[src/rtl/word_serializer_tx.sv]
// Word serializer: takes parallel words on a valid/ready handshake and shifts them out LSB-first on bit_out.
// Latency: bit 0 appears on bit_out one cycle after the handshake; a frame is LAST+1 contiguous bit_valid cycles.
// Backpressure: din_ready depends only on state and counters; it is high in IDLE, on the last frame bit when GAP==0, and in the final gap cycle.
// Optional: define WORD_SERIALIZER_PARITY_EN to append an even-parity bit after bit WIDTH-1.
module word_serializer_tx #(
   parameter int   WIDTH    = 14,
   parameter int   GAP      = 0,
   parameter logic IDLE_BIT = 1'b0
) (
   input  logic             clk,
   input  logic             rst,
   input  logic [WIDTH-1:0] din,
   input  logic             din_valid,
   output logic             din_ready,
   output logic             bit_out,
   output logic             bit_valid,
   output logic             frame_start,
   output logic             frame_done,
   output logic             busy
);

`ifdef WORD_SERIALIZER_PARITY_EN
   localparam int SW = WIDTH + 1;
`else
   localparam int SW = WIDTH;
`endif
   // LAST is the index of the final bit of a frame (the parity bit when enabled)
   localparam int LAST = SW - 1;
   localparam int CW   = $clog2(LAST + 1);
   localparam int GW   = (GAP < 2) ? 1 : $clog2(GAP);

   typedef enum logic [1:0] {
      ST_IDLE  = 2'd0,
      ST_SHIFT = 2'd1,
      ST_GAP   = 2'd2
   } state_t;

   state_t          state_q, state_d;
   logic [SW-1:0]   sreg_q, sreg_d;
   logic [CW-1:0]   cnt_q, cnt_d;
   logic [GW-1:0]   gcnt_q, gcnt_d;
   logic            bit_out_q, bit_out_d;
   logic            bit_valid_q, bit_valid_d;
   logic            frame_start_q, frame_start_d;
   logic            frame_done_q, frame_done_d;
   logic            busy_q, busy_d;
   logic            load;
   logic [SW-1:0]   load_word;

   // Word as it enters the shift register; parity is fixed at load time
`ifdef WORD_SERIALIZER_PARITY_EN
   assign load_word = {^din, din};
`else
   assign load_word = din;
`endif

   // Ready is a pure decode of the registered state and counters
   always_comb begin
      din_ready = 1'b0;
      case (state_q)
         ST_IDLE:  din_ready = 1'b1;
         ST_SHIFT: din_ready = (GAP == 0) && (cnt_q == CW'(LAST));
         ST_GAP:   din_ready = (gcnt_q == '0);
         default:  din_ready = 1'b0;
      endcase
   end

   // Next-state and next-output computation; all outputs are registered from these
   always_comb begin
      state_d       = state_q;
      sreg_d        = sreg_q;
      cnt_d         = cnt_q;
      gcnt_d        = gcnt_q;
      bit_out_d     = IDLE_BIT;
      bit_valid_d   = 1'b0;
      frame_start_d = 1'b0;
      frame_done_d  = 1'b0;
      load          = 1'b0;

      case (state_q)
         ST_IDLE: begin
            if (din_valid) load = 1'b1;
         end
         ST_SHIFT: begin
            if (cnt_q != CW'(LAST)) begin
               // present the next bit; done flags the final bit of the frame
               bit_out_d    = sreg_q[0];
               bit_valid_d  = 1'b1;
               sreg_d       = sreg_q >> 1;
               cnt_d        = cnt_q + CW'(1);
               frame_done_d = (cnt_q == CW'(LAST - 1));
            end else if (GAP > 0) begin
               state_d = ST_GAP;
               gcnt_d  = GW'(GAP - 1);
            end else if (din_valid) begin
               load = 1'b1;
            end else begin
               state_d = ST_IDLE;
            end
         end
         ST_GAP: begin
            if (gcnt_q != '0) begin
               gcnt_d = gcnt_q - GW'(1);
            end else if (din_valid) begin
               load = 1'b1;
            end else begin
               state_d = ST_IDLE;
            end
         end
         default: state_d = ST_IDLE;
      endcase

      // Accepting a word puts bit 0 on the wire next cycle and keeps the rest in the shifter
      if (load) begin
         state_d       = ST_SHIFT;
         sreg_d        = load_word >> 1;
         cnt_d         = '0;
         bit_out_d     = din[0];
         bit_valid_d   = 1'b1;
         frame_start_d = 1'b1;
         frame_done_d  = 1'b0;
      end

      busy_d = (state_d != ST_IDLE);
   end

   // State and output registers; reset drops any frame in flight without a done pulse
   always_ff @(posedge clk or posedge rst) begin
      if (rst) begin
         state_q       <= ST_IDLE;
         sreg_q        <= '0;
         cnt_q         <= '0;
         gcnt_q        <= '0;
         bit_out_q     <= IDLE_BIT;
         bit_valid_q   <= 1'b0;
         frame_start_q <= 1'b0;
         frame_done_q  <= 1'b0;
         busy_q        <= 1'b0;
      end else begin
         state_q       <= state_d;
         sreg_q        <= sreg_d;
         cnt_q         <= cnt_d;
         gcnt_q        <= gcnt_d;
         bit_out_q     <= bit_out_d;
         bit_valid_q   <= bit_valid_d;
         frame_start_q <= frame_start_d;
         frame_done_q  <= frame_done_d;
         busy_q        <= busy_d;
      end
   end

   assign bit_out     = bit_out_q;
   assign bit_valid   = bit_valid_q;
   assign frame_start = frame_start_q;
   assign frame_done  = frame_done_q;
   assign busy        = busy_q;

endmodule

[config.mk]
export PLATFORM = sky130hd
export DESIGN_NAME = word_serializer_tx
export DESIGN_NICKNAME = d
export VERILOG_FILES = /design/src/rtl/word_serializer_tx.sv
export SDC_FILE = /design/constraint.sdc
export NUM_CORES = 1
export LEC_CHECK = 0
export ABC_AREA = 1
export CAP_MARGIN = 15
export CELL_PAD_IN_SITES_DETAIL_PLACEMENT = 1
export CELL_PAD_IN_SITES_GLOBAL_PLACEMENT = 2
export CORE_UTILIZATION = 26
export CTS_CLUSTER_SIZE = 40
export DETAILED_ROUTE_END_ITERATION = 8
export GPL_ROUTABILITY_DRIVEN = 0
export PLACE_DENSITY = 0.84
export SETUP_SLACK_MARGIN = 0.1
export SYNTH_ARGS = -nofsm -noshare
export SYNTH_HDL_FRONTEND = slang
export SYNTH_SLANG_ARGS = --single-unit
[constraint.sdc]
create_clock -name clk -period 1.6 [get_ports clk]
set_clock_uncertainty 0.1 [all_clocks]
set_input_delay 0.32 -clock clk [delete_from_list [all_inputs] [get_ports clk]]
set_output_delay 0.32 -clock clk [all_outputs]
set_load 0.01 [all_outputs]
==> results.ini, run 1 <==
[critical_path]
cp_cell_sequence=inv_2, ha_4, nand3_4, o21ai_2, buf_2
crit_path_top_delay_cell=dfrtp_1
critPathTopFamily=flip-flops
slowest_delay_ns=0.40
path_class=reg2out
critPathBufInv=2
reg2reg_from=cnt_q[1]
startpoint_type=flip-flop
ff2ff_path_depth=10
r2r-end=sreg_q[3]
rrSetupSlack_ns=0.01
required_ns=1.18
cp.arrival_ns=1.24
path_max_fanout=2
cp-end-kind=output pin

[sta]
rsz0062_at_grt=true
max_freq_mhz=601
setup_viol=1
whs_ns=0.298
hold_viol=0
layout_setup_ws_ns=-0.0644
period_minus_slack_ns=1.66
fin_crit_sh_pct=104
maxSlewViolCount=0

[logic_synthesis]
synth_warnings=0
ys_seq_area_share_pct=48.7
synth_cell_types=21
syn_area_per_cell_sq_um=7.86
synth_nets=177
synthCells=157
synth_seq_cells=24
syn_area_sq_um=1230

[routing]
drt-total-wl_mm=3.17
dr.pass1.iters=5
via_per_inst=4.45
wl_per_cell_um=12.5
drc=2
ant_nets=0
drt-initial-drc-count=48
num_vias=1131

[clocking]
clk_latency_ns=0.27
cts-root-buf=clkbuf_8
clock_path_buffers=2
clkTransAtPathRegs_ns=0.09
h-tree-depth=1
cts_sinks=24
cts_inserted_buffers=3
cts_tree=done

[place]
dpl_worst_slack_ns=-0.260
dp.cells=241
io_buffers=22
hpwl_mm=2.24

[power]
irDropWorstVdd_mv=0.482
p_per_area_nw_per_um2=1170
leakagePower_nw=0.968

[run_status]
violations=design-rule violations, negative setup slack
status=finished, violations left

[worst_hold_path]
hold_path_class=in2async

[layout]
syn2layout_area_growth_pct=47.2
num-nets-final=223
drive_gt1_share_pct=20.8
n_antenna_cell=0
stdcell_count=254

[die]
die_y_um=70.9
die_area_sq_um=5020
start_util_pct=27.8
rows=24
io_pins=23
core-area_sq_um=4440
die_w_um=70.9

[global_routing]
overflow=0
grt_max_degree=25
grtUsageTotal_pct=13.9
antenna_found_initial=0
grt_pass1_vias=1238
grt_pass1_wl_mm=5.53

[run]
cap_viol_max_count=0

## cell type report
| cell class | instances | area, sq um |
|---|---|---|
| tap | 52 | 65.1 |
| sequential | 24 | 601 |
| multi-input combinational | 96 | 519 |
| timing repair buffer | 46 | 455 |
| fill | 552 | 2630 |
| clock buffer | 4 | 55.1 |
| inverter | 32 | 120 |
## per-stage QoR
step / power (mW) / instance area [sq um] / TNS, ns / utilization [%]
global placement: 1.48 / 1590 / -1.36 / 35.8
global route: 2.28 / 1820 / -0.850 / 40.9
floorplan: 1.23 / 1230 / 0 / -
detailed placement: 1.53 / 1590 / -1.97 / 35.8
finish: 2.12 / 1820 / -0.0644 / 40.9
CTS: 2.10 / 1780 / -0.108 / 40.1
## layout by cell type, fill, tap and decap left out
| master | count |
|---|---|
| o21ai_0 | 10 |
| clkdlybuf4s50_1 | 16 |
| inv_2 | 4 |
| inv_1 | 28 |
| buf_16 | 1 |
| buf_6 | 7 |
| o21ai_1 | 5 |
| o21ai_2 | 1 |
| dfrtp_1 | 24 |
| nor2_1 | 2 |
| nand4_1 | 2 |
| ha_4 | 1 |
| nand3_4 | 2 |
| conb_1 | 1 |
| buf_8 | 1 |
| buf_12 | 1 |
| ha_1 | 2 |
| o21ai_4 | 1 |
| nand3_2 | 1 |
| nand2_4 | 3 |
| nand2_1 | 50 |
| buf_4 | 14 |
| clkbuf_8 | 4 |
| xor2_1 | 1 |
| dlygate4sd2_1 | 5 |
| nand3_1 | 14 |
| buf_2 | 1 |
## cells by family (layout without fill, tap and decap cells)
family,Yosys count,after routing,share of synthesized area [%]
simple gates,74,74,26.3
buf+inv,37,82,12.9
flops,24,24,48.7
compound gates,17,17,8.11
fa+ha+maj,3,3,3.04
other cells,1,1,0.304
xor+xnor,1,1,0.710
## routing by layer
metal / GRT usage (%) / routed length [um] / vias up
li1: - / - / 566
met1: 16.5 / 1350 / 545
met2: 26.1 / 1700 / 18
met3: 3.28 / 115 / 2
met4: 2.00 / 13 / 0
met5: 0 / 0 / -
## cells in the mapped netlist
master / number / area (sq um)
nand4_1: 2 / 12.5
buf_4: 1 / 7.51
o21ai_4: 1 / 16.3
inv_1: 31 / 116
buf_6: 2 / 22.5
nand3_4: 1 / 17.5
o21ai_0: 13 / 65.1
nor2_1: 2 / 7.51
nand2_2: 1 / 6.26
clkbuf_1: 1 / 3.75
o21ai_2: 1 / 8.76
o21ai_1: 2 / 10.0
conb_1: 1 / 3.75
ha_1: 3 / 37.5
buf_2: 1 / 5.00
xor2_1: 1 / 8.76
inv_2: 1 / 3.75
nand3_2: 1 / 10.0
nand3_1: 15 / 75.1
nand2_1: 52 / 195
dfrtp_1: 24 / 601
## power breakdown
| part | switching (mW) | internal, mW |
|---|---|---|
| Clock | 0.195 | 0.220 |
| Sequential | 0.0979 | 0.767 |
| Combinational | 0.422 | 0.421 |
## what timing repair did
| action | 4_1_cts | 5_1_grt |
|---|---|---|
| cloned | 1 | 0 |
| endpoints found under the setup margin | 22 | 19 |
| hold buffers | 0 | 0 |
| setup buffers | 6 | 2 |
| pin swaps | 3 | 1 |
| gates resized for setup | 26 | 8 |
| hold endpoints to repair | 0 | 0 |
## state kept, by name (all words and copies together), names as in the netlist
name and cells:
sreg_q 13, cnt_q 4, busy 1, bit_valid 1, bit_out 1, frame_done 1
state_q 2, frame_start 1
## worst max path at each step
stage,start,to,slack (ns),cells after the start
final,cnt_q[1],din_ready,-0.06,5
after global routing,cnt_q[1],din_ready,-0.12,5
after CTS,cnt_q[1],din_ready,-0.09,5
after detailed placement,cnt_q[1],din_ready,-0.26,5
after global placement,cnt_q[1],din_ready,-0.22,5
after floorplan,cnt_q[1],din_ready,0.11,5
## worst min-delay path: stages
cell             delay, ns
clkdlybuf4s50_1       0.40
inv_1                 0.05
buf_4                 0.30
Note: power is estimated with default switching activity, not from simulation.
==> inputs of run 2 (changes only) <==
TNS_END_PERCENT = 5   (was default)
==> run 2 against run 1 <==
Against the previous run: the flow still finishes with violations (design-rule violations, negative setup slack); sequential power about the same; maximum frequency decreased by 1.1%; count of clock-buffer cells in the layout is the same; flip-flop and latch count did not move; sequential share of layout area up 2.2 points; hold slack worse by 0.0011 ns; first-iteration DRC count fell by 44%; critical endpoint unchanged.
==> results.ini, run 2 (synthesis results as in run 1) <==
[run_status]
status=finished, violations left
violations=design-rule violations, negative setup slack

[routing]
dr.pass1.iters=5  ; unchanged
via_per_inst=4.45  ; about the same
ant_nets=0  ; unchanged
num_vias=1113  ; -1.6%
drt-initial-drc-count=27  ; -44%
drc=2  ; unchanged
drt-total-wl_mm=2.97  ; -6.4%
wl_per_cell_um=11.9  ; -4.9%

[global_routing]
grt_max_degree=25  ; unchanged
antenna_found_initial=0  ; unchanged
overflow=0  ; unchanged
grtUsageTotal_pct=13.2  ; -0.78 points
grt_pass1_wl_mm=5.29  ; -4.4%
grt_pass1_vias=1212  ; -2.1%

[place]
hpwl_mm=2.24  ; unchanged
dpl_worst_slack_ns=-0.260  ; unchanged
place_area_sq_um=1590  ; unchanged
io_buffers=22  ; unchanged

[critical_path]
cp-end-kind=output pin
path_max_fanout=3  ; +1
startpoint_type=flip-flop
path_class=reg2out
required_ns=1.18  ; about the same
cp.arrival_ns=1.26  ; +0.02 ns

[power]
p_per_area_nw_per_um2=1180  ; +0.98%
leakagePower_nw=0.926  ; -4.4%
power_mw=2.01  ; -5.4%
irDropWorstVdd_mv=0.572  ; +19%

[clocking]
cts-root-buf=clkbuf_8
cts_tree=done
cts_inserted_buffers=3  ; unchanged
h-tree-depth=1  ; unchanged
clkTransAtPathRegs_ns=0.09  ; about the same
cts-hold-fix-buffers=0  ; unchanged
cts_sinks=24  ; unchanged
clock_path_buffers=2  ; unchanged
clk_latency_ns=0.27  ; about the same

[sta]
layout_setup_ws_ns=-0.0832  ; -0.0188 ns
max_freq_mhz=594  ; -1.1%
fin_crit_sh_pct=105  ; +1.2 points
tns_ns=-0.0864  ; -0.0220 ns
setup_viol=2  ; +1
rsz0062_at_grt=true
maxSlewViolCount=0  ; unchanged
period_minus_slack_ns=1.68  ; +0.0188 ns
hold_viol=0  ; unchanged

[layout]
final_cell_mix=nand2_1, inv_1, dfrtp_1
reg_top3=sreg_q: 13 flops, cnt_q: 4 flops, state_q: 2 flops
drive_gt1_share_pct=16.7  ; -4.1 points
final_common_cell=nand2_1
syn2layout_area_growth_pct=37.9
n_antenna_cell=0  ; unchanged
largest-register=sreg_q
fin_area_sq_um=1700  ; -6.3%
num-nets-final=219  ; -1.8%
largest_reg_flops=13  ; unchanged

[die]
die_y_um=70.9  ; unchanged
io_pins=23  ; unchanged
core-area_sq_um=4440  ; unchanged
die_area_sq_um=5020  ; unchanged
start_util_pct=27.8  ; unchanged
rows=24  ; unchanged
die_w_um=70.9  ; unchanged

[worst_hold_path]
hold_path_class=in2async

[run]
cap_viol_max_count=0  ; unchanged

## run 2: cell count changes in the layout (fill, tap and decap cells not counted), sizes merged
cell  delta
buf      -4
## run 2: report_power, final
group | internal, mW | switching, mW | total (mW)
combinational | 0.347 | 0.385 | 0.732
clock | 0.220 | 0.195 | 0.414
sequential | 0.767 | 0.0958 | 0.863
total | 1.33 | 0.676 | 2.01
## run 2: path summary, 6_finish.rpt
check | endpoint | start | depth (start not counted) | slack, ns
max | din_ready | cnt_q[1] | 5 | -0.08
min | sreg_q[1] | rst | 3 | 0.30
max reg2reg | sreg_q[6] | cnt_q[1] | 8 | 0
min reg2reg | sreg_q[7] | sreg_q[7] | 2 | 0.38
max in group asynchronous | sreg_q[9] | rst | 3 | 0.86
min in group clk | sreg_q[7] | sreg_q[7] | 2 | 0.38
## run 2: layout make-up
| type | instances | area (sq um) |
|---|---|---|
| clock buffer | 4 | 55.1 |
| fill | 566 | 2740 |
| inverter | 32 | 120 |
| multi-input combinational | 96 | 494 |
| sequential | 24 | 601 |
| tap | 52 | 65.1 |
| timing repair buffer | 42 | 367 |
## run 2: what timing repair did
item	in CTS	in global routing
gates resized for setup	14	1
pin swaps	1	7
setup buffers	2	3
setup endpoints to repair	22	19
## run 2: per-layer routing
metal	global-route usage, %	part of all wire [%]	up-vias
met5	0	0	-
met4	2.22	0.44	0
met3	3.28	3.6	2
met2	23.8	52	16
met1	16.0	44	540
li1	-	-	555
## run 2: through the flow
step / hold slack [ns] / util [%] / instances
after floorplan: 0.235 / - / 157
after detailed placement: 0.366 / 35.8 / 241
final: 0.297 / 38.3 / 250
after global placement: 0.362 / 35.8 / 241
after global routing: 0.370 / 38.3 / 250
after CTS: 0.315 / 37.7 / 247
## run 2: critical path, stage by stage (launching register included)
cell and delay (ns):
dfrtp_1 0.41, inv_2 0.08, ha_4 0.13, nand3_4 0.08
o21ai_2 0.14, buf_2 0.15
